<file path="src/rtl/rd_ptr_empty.sv">
// Read-side pointer and empty-flag logic for an asynchronous FIFO.
// Optional almost_empty output is compiled in with macro RD_ALMOST_EMPTY_EN.
module rd_ptr_empty #(
    parameter int ADDR_WIDTH = 4,
    parameter int AE_THRESH  = 2
) (
    input  logic                  rd_clk,
    input  logic                  rd_rst,
    input  logic                  rd_en,
    input  logic [ADDR_WIDTH:0]   wr_gray_in,
    output logic [ADDR_WIDTH-1:0] rd_addr,
    output logic [ADDR_WIDTH:0]   rd_gray_out,
    output logic                  empty,
`ifdef RD_ALMOST_EMPTY_EN
    output logic                  almost_empty,
`endif
    output logic                  rd_fire
);

    localparam int PW = ADDR_WIDTH + 1;

    logic [PW-1:0] wsync1;
    logic [PW-1:0] wsync2;
    logic [PW-1:0] rd_bin;
    logic [PW-1:0] rd_bin_next;
    logic [PW-1:0] rd_gray_next;

    // Two-flop synchroniser for the write pointer; only wsync2 is trusted.
    always_ff @(posedge rd_clk or posedge rd_rst) begin
        if (rd_rst) begin
            wsync1 <= '0;
            wsync2 <= '0;
        end else begin
            wsync1 <= wr_gray_in;
            wsync2 <= wsync1;
        end
    end

    assign rd_fire      = rd_en & ~empty;
    assign rd_bin_next  = rd_bin + PW'(rd_fire);
    assign rd_gray_next = rd_bin_next ^ (rd_bin_next >> 1);
    assign rd_addr      = rd_bin[ADDR_WIDTH-1:0];

    // Empty is computed from the next pointer so the last read flags empty at once.
    always_ff @(posedge rd_clk or posedge rd_rst) begin
        if (rd_rst) begin
            rd_bin      <= '0;
            rd_gray_out <= '0;
            empty       <= 1'b1;
        end else begin
            rd_bin      <= rd_bin_next;
            rd_gray_out <= rd_gray_next;
            empty       <= (rd_gray_next == wsync2);
        end
    end

`ifdef RD_ALMOST_EMPTY_EN
    localparam logic [PW-1:0] AE_LIM = PW'(AE_THRESH);

    logic [PW-1:0] wbin_s;
    logic [PW-1:0] occ;

    always_comb begin
        wbin_s = '0;
        for (int i = 0; i < PW; i++) begin
            wbin_s[i] = ^(wsync2 >> i);
        end
    end

    // Occupancy wraps modulo 2^PW, matching the pointer arithmetic.
    assign occ = wbin_s - rd_bin_next;

    always_ff @(posedge rd_clk or posedge rd_rst) begin
        if (rd_rst) begin
            almost_empty <= 1'b1;
        end else begin
            almost_empty <= (occ <= AE_LIM);
        end
    end
`endif

endmodule

</file>
<file path="config.mk">
export PLATFORM = sky130hd
export DESIGN_NAME = rd_ptr_empty
export DESIGN_NICKNAME = d
export VERILOG_FILES = /design/src/rtl/rd_ptr_empty.sv
export SDC_FILE = /design/constraint.sdc
export NUM_CORES = 1
export LEC_CHECK = 0
export ABC_AREA = 1
export CAP_MARGIN = 10
export CORE_MARGIN = 2
export CORE_UTILIZATION = 45
export DETAILED_ROUTE_END_ITERATION = 10
export PLACE_DENSITY = 0.79
export SKIP_LAST_GASP = 1
export SLEW_MARGIN = 10
export SYNTH_ARGS = -nofsm -noshare
export SYNTH_HDL_FRONTEND = slang
export SYNTH_SLANG_ARGS = --single-unit
</file>
<file path="constraint.sdc">
create_clock -name rd_clk -period 2.4 [get_ports rd_clk]
set_input_delay 0.36 -clock rd_clk [delete_from_list [all_inputs] [get_ports rd_clk]]
set_output_delay 0.36 -clock rd_clk [all_outputs]
set_load 0.1 [all_outputs]
</file>
# After elaboration in Yosys (flattened, before gate mapping)
# Cells that the tools add are included.
[word_totals]
mem_bits_rw = 0
wordCells = 10
rom_bits = 0
register_bits = 21
input_bits = 8
mem_count = 0
latchBits = 0
[classes]
bitwise_logic = 3
magnitude_cmp = 0
multipliers = 0
n_mux = 0
n_eq_ne = 1
add_sub_neg = 1
div_mod_pow = 0
reduce_logical = 0
shifts = 0
[ops]
columns = ["operator", "n"]
rows = [
  ["adder 5 x 1 -> 5 bit", 1],
  ["== test 5 bit", 1],
  ["bitwise XOR 5 x 4 -> 5 bit", 1],
  ["AND 1 bit", 1],
  ["inverter 1 bit", 1],
]

# Logic depth before layout (Yosys ltp)
# Gate-level depths: netlist (run 1).
[depth]
ltp_word = 5
ltp_mapped = 13
mapped_depth_nobuf = 13

# Worst setup path before layout (run 1)
# No wires, ideal clock.
[synth_path]
path_kind = "register to register"
startpoint = "reg empty"
endpoint = "reg empty"
stages_incl_launch_ff = 12
setup_slack_ps = -841
setup_time_ps = 67
t_arrival_ps = 3174
cell_sequence = "dfstp_2 > nor2_1 > ha_1 > ha_1 > nand3_1 > nand2_1 > nand2_1 > nand2_2 > nand3_1 > nand2_1 > nand2_1 > nor2_1"
[synth_via]
elab_chain_len = 5
[synth_lines]
columns = ["element", "line", "source"]
rows = [
  ["from (decl)", "13", "output logic empty,"],
  ["from (signal assigned)", "53", "empty <= (rd_gray_next == wsync2);"],
  ["inverter 1 bit", "39", "assign rd_fire = rd_en & ~empty;"],
  ["AND 1 bit", "39", ""],
  ["via rd_fire", "17", "output logic rd_fire"],
  ["adder 5 x 1 -> 5 bit", "40", "assign rd_bin_next = rd_bin + PW'(rd_fire);"],
  ["bitwise XOR 5 x 4 -> 5 bit", "41", "assign rd_gray_next = rd_bin_next ^ (rd_bin_next >> 1);"],
  ["== test 5 bit", "53", ""],
]
# The timed path passes the listed nets, and every way through them passes these cells.

# Worst setup path in the final report (run 1)
[layout_path]
startpoint = "in rd_en"
endpoint = "reg empty"
[layout_via]
elab_chain_len = 4
[layout_lines]
columns = ["element", "line", "source"]
rows = [
  ["from (decl)", "9", "input logic rd_en,"],
  ["AND 1 bit", "39", ""],
  ["adder 5 x 1 -> 5 bit", "40", ""],
  ["bitwise XOR 5 x 4 -> 5 bit", "41", ""],
  ["== test 5 bit", "53", ""],
]
# No other way between the ends.

==> reports/metrics.csv, run 1 <==
metric,value,unit
chip width,46.4,um
share of synthesized registers carrying an async set or reset,100,%
ant diodes,0,
input/output buffers,18,
Initial DRC Count,1,
GPL Wtd Cong,0.689,
sequential-to-total area share from yosys stat,62.1,%
unique cell type count in the Yosys netlist,15,
DIE HEIGHT,46.4,um
Yosys top cell by area,dfrtp_1,
syn_area_per_cell,9.98,um^2
simple-gate share of the synthesized area,24.9,%
Vias,600,
via density per instance,4.72,
number of global-route vias before repair,561,
clk_skew,0.00208,ns
clk_lat worst skew,0.29,ns
Slew Limit Fails,0,
CP Max Fanout,5,
CORE AREA,1710,um^2
num rows,15,
RSZ-0062 raised after global routing,no,
CTS tree,done,
outcome,finished clean,
Synth Area in Compound Gates,0,%
highest attainable clock frequency,0.512,GHz
cell with the most instances after synthesis,nand2_1,
WHS,0.359,ns
Initial Util,47.3,%
"CTS clk-pin slew, worst paths",0.10,ns
worst hold start,wsync1[1]$_DFF_PP0_,
CP arrival,2.18,ns
synth warn,0,
syn nets,91,
"top cells by count, synth","nand2_1 (26), dfrtp_1 (19), nand3_1 (9), inv_1 (8)",
"Hold Violations, Final",0,
CTS H-tree lvls,1,
detailed placement HPWL,1.05,mm
combinational family with the most area after synthesis,simple AND/OR/NAND/NOR gates,
nets,113,
Final Critical Period,1.95,ns
number of enable flip-flop cells after synthesis,0,
fin crit share,81.4,%
Cells after Synth,81,
wire length per cell,10.1,um
CTS max path bufs,2,
Post-synth top flop,dfrtp_1,
Hold Crit Class,register to register,
post-synthesis mux area share,0,%
GRT Util Overall,14.7,%
# Max-Cap Violations,0,
Synth Area in Adders,3.10,%
post-route ant nets,0,
post-CTS setup buffer count,0,
total gr overflow,0,
routed wire length,1.29,mm
Setup Total Neg Slack,0,ns
crit end category,register,
worst-margin pin slew,0.702,ns
Worst setup startpoint,rd_en,
DRC viols,0,
Pre-antenna DRT Iters,4,
WP data required,2.63,ns
full die area,2150,um^2
Rel. slew slack,53.2,%
final count of negative-setup-slack endpoints,0,
post-synthesis xor/xnor area fraction,4.33,%
clock tree root buffer cell,clkbuf_4,
RR Startpoint,empty$_DFF_PP1_,
Post-CTS Resized,0,
pin count of the biggest net entering global routing,21,
crit path launch type,input pin,
CTS Sinks,20,
I/O Pins,19,
TritonCTS buffer count,3,
Setup Crit Path Kind,input pin to register,
Netlist Area Pre-Place,808,um^2
first-pass GRT wire length,2.15,mm
share of layout cells above drive strength 1,21.6,%
post-synth top area share,58.8,%
cts hold-fix bufs,0,
initial antenna violation count,0,
#FFs+latches synth,20,
largest cells by area after synthesis,"dfrtp_1 (59%), nand2_1 (12%), nand3_1 (5.6%)",
Layout area overhead,28.3,%
flip-flops by register name (all words and copies together) (netlist names):
| register | cells |
|---|---|
| rd_gray_out | 4 |
| empty | 1 |
| wsync2 | 5 |
| rd_bin | 5 |
| wsync1 | 5 |
area by class of cell:
type | instances | area (um^2)
clock buffers | 4 | 36.3
fillers | 151 | 671
inverters | 9 | 33.8
multi-input cells | 51 | 269
flip-flops and latches | 20 | 502
well taps | 25 | 31.3
repair buffers | 18 | 165
placed cells by master, fill, tap and decap left out, types with 2 or more instances in the layout:
cell type / n
nand2_1: 26
dfrtp_1: 19
buf_4: 10
nand3_1: 9
inv_1: 8
clkdlybuf4s50_1: 7
nand4_1: 3
clkbuf_4: 3
nand2_2: 2
nor2_1: 2
xnor2_1: 2
xor2_1: 2
ha_1: 2
critical path, stage by stage:
cell and delay (ns):
clkdlybuf4s50_1 0.46, inv_1 0.06, nor2_4 0.11, ha_1 0.25
ha_1 0.28, nand3_1 0.12, nand2_1 0.08, nand2_1 0.11
nand2_2 0.09, nand3_1 0.07, nand2_1 0.07, nand2_1 0.04
nor2_1 0.08
layer usage:
metal	global-route usage, %	share of wire, %
met1	16.3	39
met2	26.1	57
met3	2.35	2.9
met4	8.57	0.78
met5	0	0
kinds of logic after synthesis:
logic type | after synthesis
adder cells (fa/ha/maj) | 2
buffers and inverters | 10
flip-flops | 20
AND/OR/NAND/NOR | 45
XOR/XNOR | 4
per-stage QoR:
| stage | util [%] | std cells | cell area, um^2 | worst slack, ns |
|---|---|---|---|---|
| final | 60.7 | 127 | 1040 | 0.446 |
| after global routing | 60.7 | 127 | 1040 | 0.251 |
| after CTS | 60.7 | 127 | 1040 | 0.424 |
| after detailed placement | 58.6 | 123 | 1000 | 0.122 |
| after global placement | 58.6 | 123 | 1000 | 0.191 |
| after floorplan | - | 81 | 816 | 0.0447 |
path summary, 6_finish.rpt:
kind / endpoint / slack (ns) / depth (start not counted)
setup / recovery: empty$_DFF_PP1_ / 0.45 / 13
hold / removal: wsync2[1]$_DFF_PP0_ / 0.36 / 0
setup reg to reg: empty$_DFF_PP1_ / 0.51 / 7
hold reg to reg: wsync2[1]$_DFF_PP0_ / 0.36 / 0
max in group asynchronous: rd_bin[0]$_DFF_PP0_ / 1.49 / 2
min in group asynchronous: wsync1[1]$_DFF_PP0_ / 0.47 / 2
Power of run 1 is not shown: default switching activity piles up to over one toggle a cycle in this logic, so the estimate is an artifact.
==> run 2: changes to the inputs <==
--- a/config.mk
+++ b/config.mk
@@ -8,9 +8,9 @@
 export ABC_AREA = 1
 export CAP_MARGIN = 10
 export CORE_MARGIN = 2
-export CORE_UTILIZATION = 45
+export CORE_UTILIZATION = 42
 export DETAILED_ROUTE_END_ITERATION = 10
-export PLACE_DENSITY = 0.79
+export PLACE_DENSITY = 0.78
 export SKIP_LAST_GASP = 1
 export SLEW_MARGIN = 10
 export SYNTH_ARGS = -nofsm -noshare
==> constraint.sdc (replaced) <==
create_clock -name rd_clk -period 1.7 [get_ports rd_clk]
set_input_delay 0.255 -clock rd_clk [delete_from_list [all_inputs] [get_ports rd_clk]]
set_output_delay 0.255 -clock rd_clk [all_outputs]
set_load 0.1 [all_outputs]
==> reports/metrics.csv, run 2 (synthesis gave the netlist of run 1 again) <==
metric,value,unit
I/O Pins,19,
num rows,15,
Layout area overhead,67.6,%
GRT Util Overall,16.8,%
Initial DRC Count,4,
Pre-antenna DRT Iters,4,
Slew Limit Fails,0,
reg2reg end,empty$_DFF_PP1_,
Final Critical Period,1.71,ns
Initial Util,45.8,%
pin count of the biggest net entering global routing,14,
WP data required,1.94,ns
RR Startpoint,empty$_DFF_PP1_,
ant diodes,0,
GPL Wtd Cong,0.806,
Setup Crit Path Kind,register to register,
first-pass GRT wire length,2.44,mm
DRC viols,0,
area of placed instances,1230,um^2
CP max stage delay,0.65,ns
clock tree root buffer cell,clkbuf_4,
detailed placement HPWL,1.22,mm
CTS tree,done,
CTS Sinks,20,
Worst setup startpoint,empty$_DFF_PP1_,
initial antenna violation count,0,
TritonCTS buffer count,3,
filler cell count,124,
top flop regs,"rd_bin: 5 flops, wsync1: 5 flops, wsync2: 5 flops",
most frequent cells in the layout,"nand2_1 (21), dfrtp_1 (19), buf_12 (11), buf_4 (9), inv_1 (8)",
clk_skew,0.0123,ns
post-route ant nets,0,
outcome,"complete, but fails checks",
final worst slack,-0.0129,ns
chip width,47.9,um
wire length per cell,11.4,um
CP arrival,1.95,ns
"Hold Violations, Final",0,
R2R cell count,9,
Critical path destination,empty$_DFF_PP1_,
share of layout cells above drive strength 1,40.5,%
worst-margin pin slew,0.515,ns
DIE HEIGHT,47.9,um
Vias,631,
highest attainable clock frequency,0.584,GHz
total gr overflow,0,
number of global-route vias before repair,576,
clk_lat worst skew,0.29,ns
nets,122,
routed wire length,1.55,mm
Rel. slew slack,65.7,%
input/output buffers,18,
"Design Area, Final",1360,um^2
CORE AREA,1760,um^2
CP cell instances,nor2_4 > ha_4 > ha_4 > nand3_2 > nand2_1 > nand2_2 > xor2_1 > nand3_2 > nor2_1,
CTS H-tree lvls,1,
"most common cell after layout, fill and taps aside",nand2_1,
WHS,0.188,ns
CTS max path bufs,2,
RSZ-0062 raised after global routing,yes,
final count of negative-setup-slack endpoints,1,
crit path launch type,register,
violated checks,negative setup slack,
# Max-Cap Violations,0,
crit end category,register,
FF-to-FF setup slack,-0.01,ns
full die area,2290,um^2
Hold Crit Class,input pin to async pin,
CP Max Fanout,5,
slowest cell on the critical path,dfstp_4,
cts hold-fix bufs,0,
fin crit share,101,%
"CTS clk-pin slew, worst paths",0.11,ns
via density per instance,4.64,
## run 2: cell types whose count changed in the layout (fill, tap and decap cells not counted), moves of 2 or more
cell / previous run / this run
nand3_1: 9 / 6
ha_1: 2 / 0
xnor2_1: 2 / 0
buf_12: 1 / 11
ha_4: 0 / 2
nand2_1: 26 / 21
nand3_2: 1 / 4
nand2_2: 2 / 7
## run 2: what timing repair did
item / CTS / global route
resized for setup: 7 / 6
endpoints found under the setup margin: 1 / 4
buffers inserted: 0 / 1
pin swaps: 5 / 3
## run 2: cell type report
class / instances / area [um^2] / share of cell area (%)
Clock buffer: 3 / 22.5 / 1.66
Clock inverter: 1 / 30.0 / 2.22
Inverter: 9 / 33.8 / 2.49
Multi-Input combinational cell: 51 / 374 / 27.6
Sequential cell: 20 / 505 / 37.3
Tap cell: 25 / 31.3 / 2.31
Timing Repair Buffer: 27 / 358 / 26.4
## run 2: worst min-delay path by stage
stage                        startpoint                   to
finish                           rd_rst  rd_bin[2]$_DFF_PP0_
global route                     rd_rst  rd_bin[2]$_DFF_PP0_
CTS                              rd_rst  rd_bin[2]$_DFF_PP0_
detailed placement  wsync1[3]$_DFF_PP0_  wsync2[3]$_DFF_PP0_
global placement    wsync1[3]$_DFF_PP0_  wsync2[3]$_DFF_PP0_
floorplan                        rd_rst  rd_bin[0]$_DFF_PP0_
## run 2: through the flow
| stage | setup WS, ns | setup TNS [ns] | std cells | utilization, % |
|---|---|---|---|---|
| after floorplan | -0.449 | -1.71 | 81 | - |
| after global placement | -0.169 | -0.418 | 132 | 69.7 |
| after detailed placement | -0.218 | -0.596 | 132 | 69.7 |
| after CTS | -0.00396 | -0.00396 | 135 | 74.6 |
| after global routing | -0.111 | -0.130 | 136 | 76.8 |
| final | -0.0129 | -0.0129 | 136 | 76.8 |
## run 2: worst max-delay path, delay by kind of cell, from the launching register on
kind	cells	cell delay, ns
flip-flops	1	0.65
AND/OR/NAND/NOR	6	0.47
adder cells (fa/ha/maj)	2	0.35
XOR/XNOR	1	0.19
## run 2: layer usage
metal	vias up	GRT usage (%)	share of wire [%]
met5	-	0	0
met4	0	16.2	3.8
met3	6	3.40	3.1
met2	20	26.7	53
met1	292	18.4	40
li1	313	-	-
Power of run 2 is left out for the same reason.
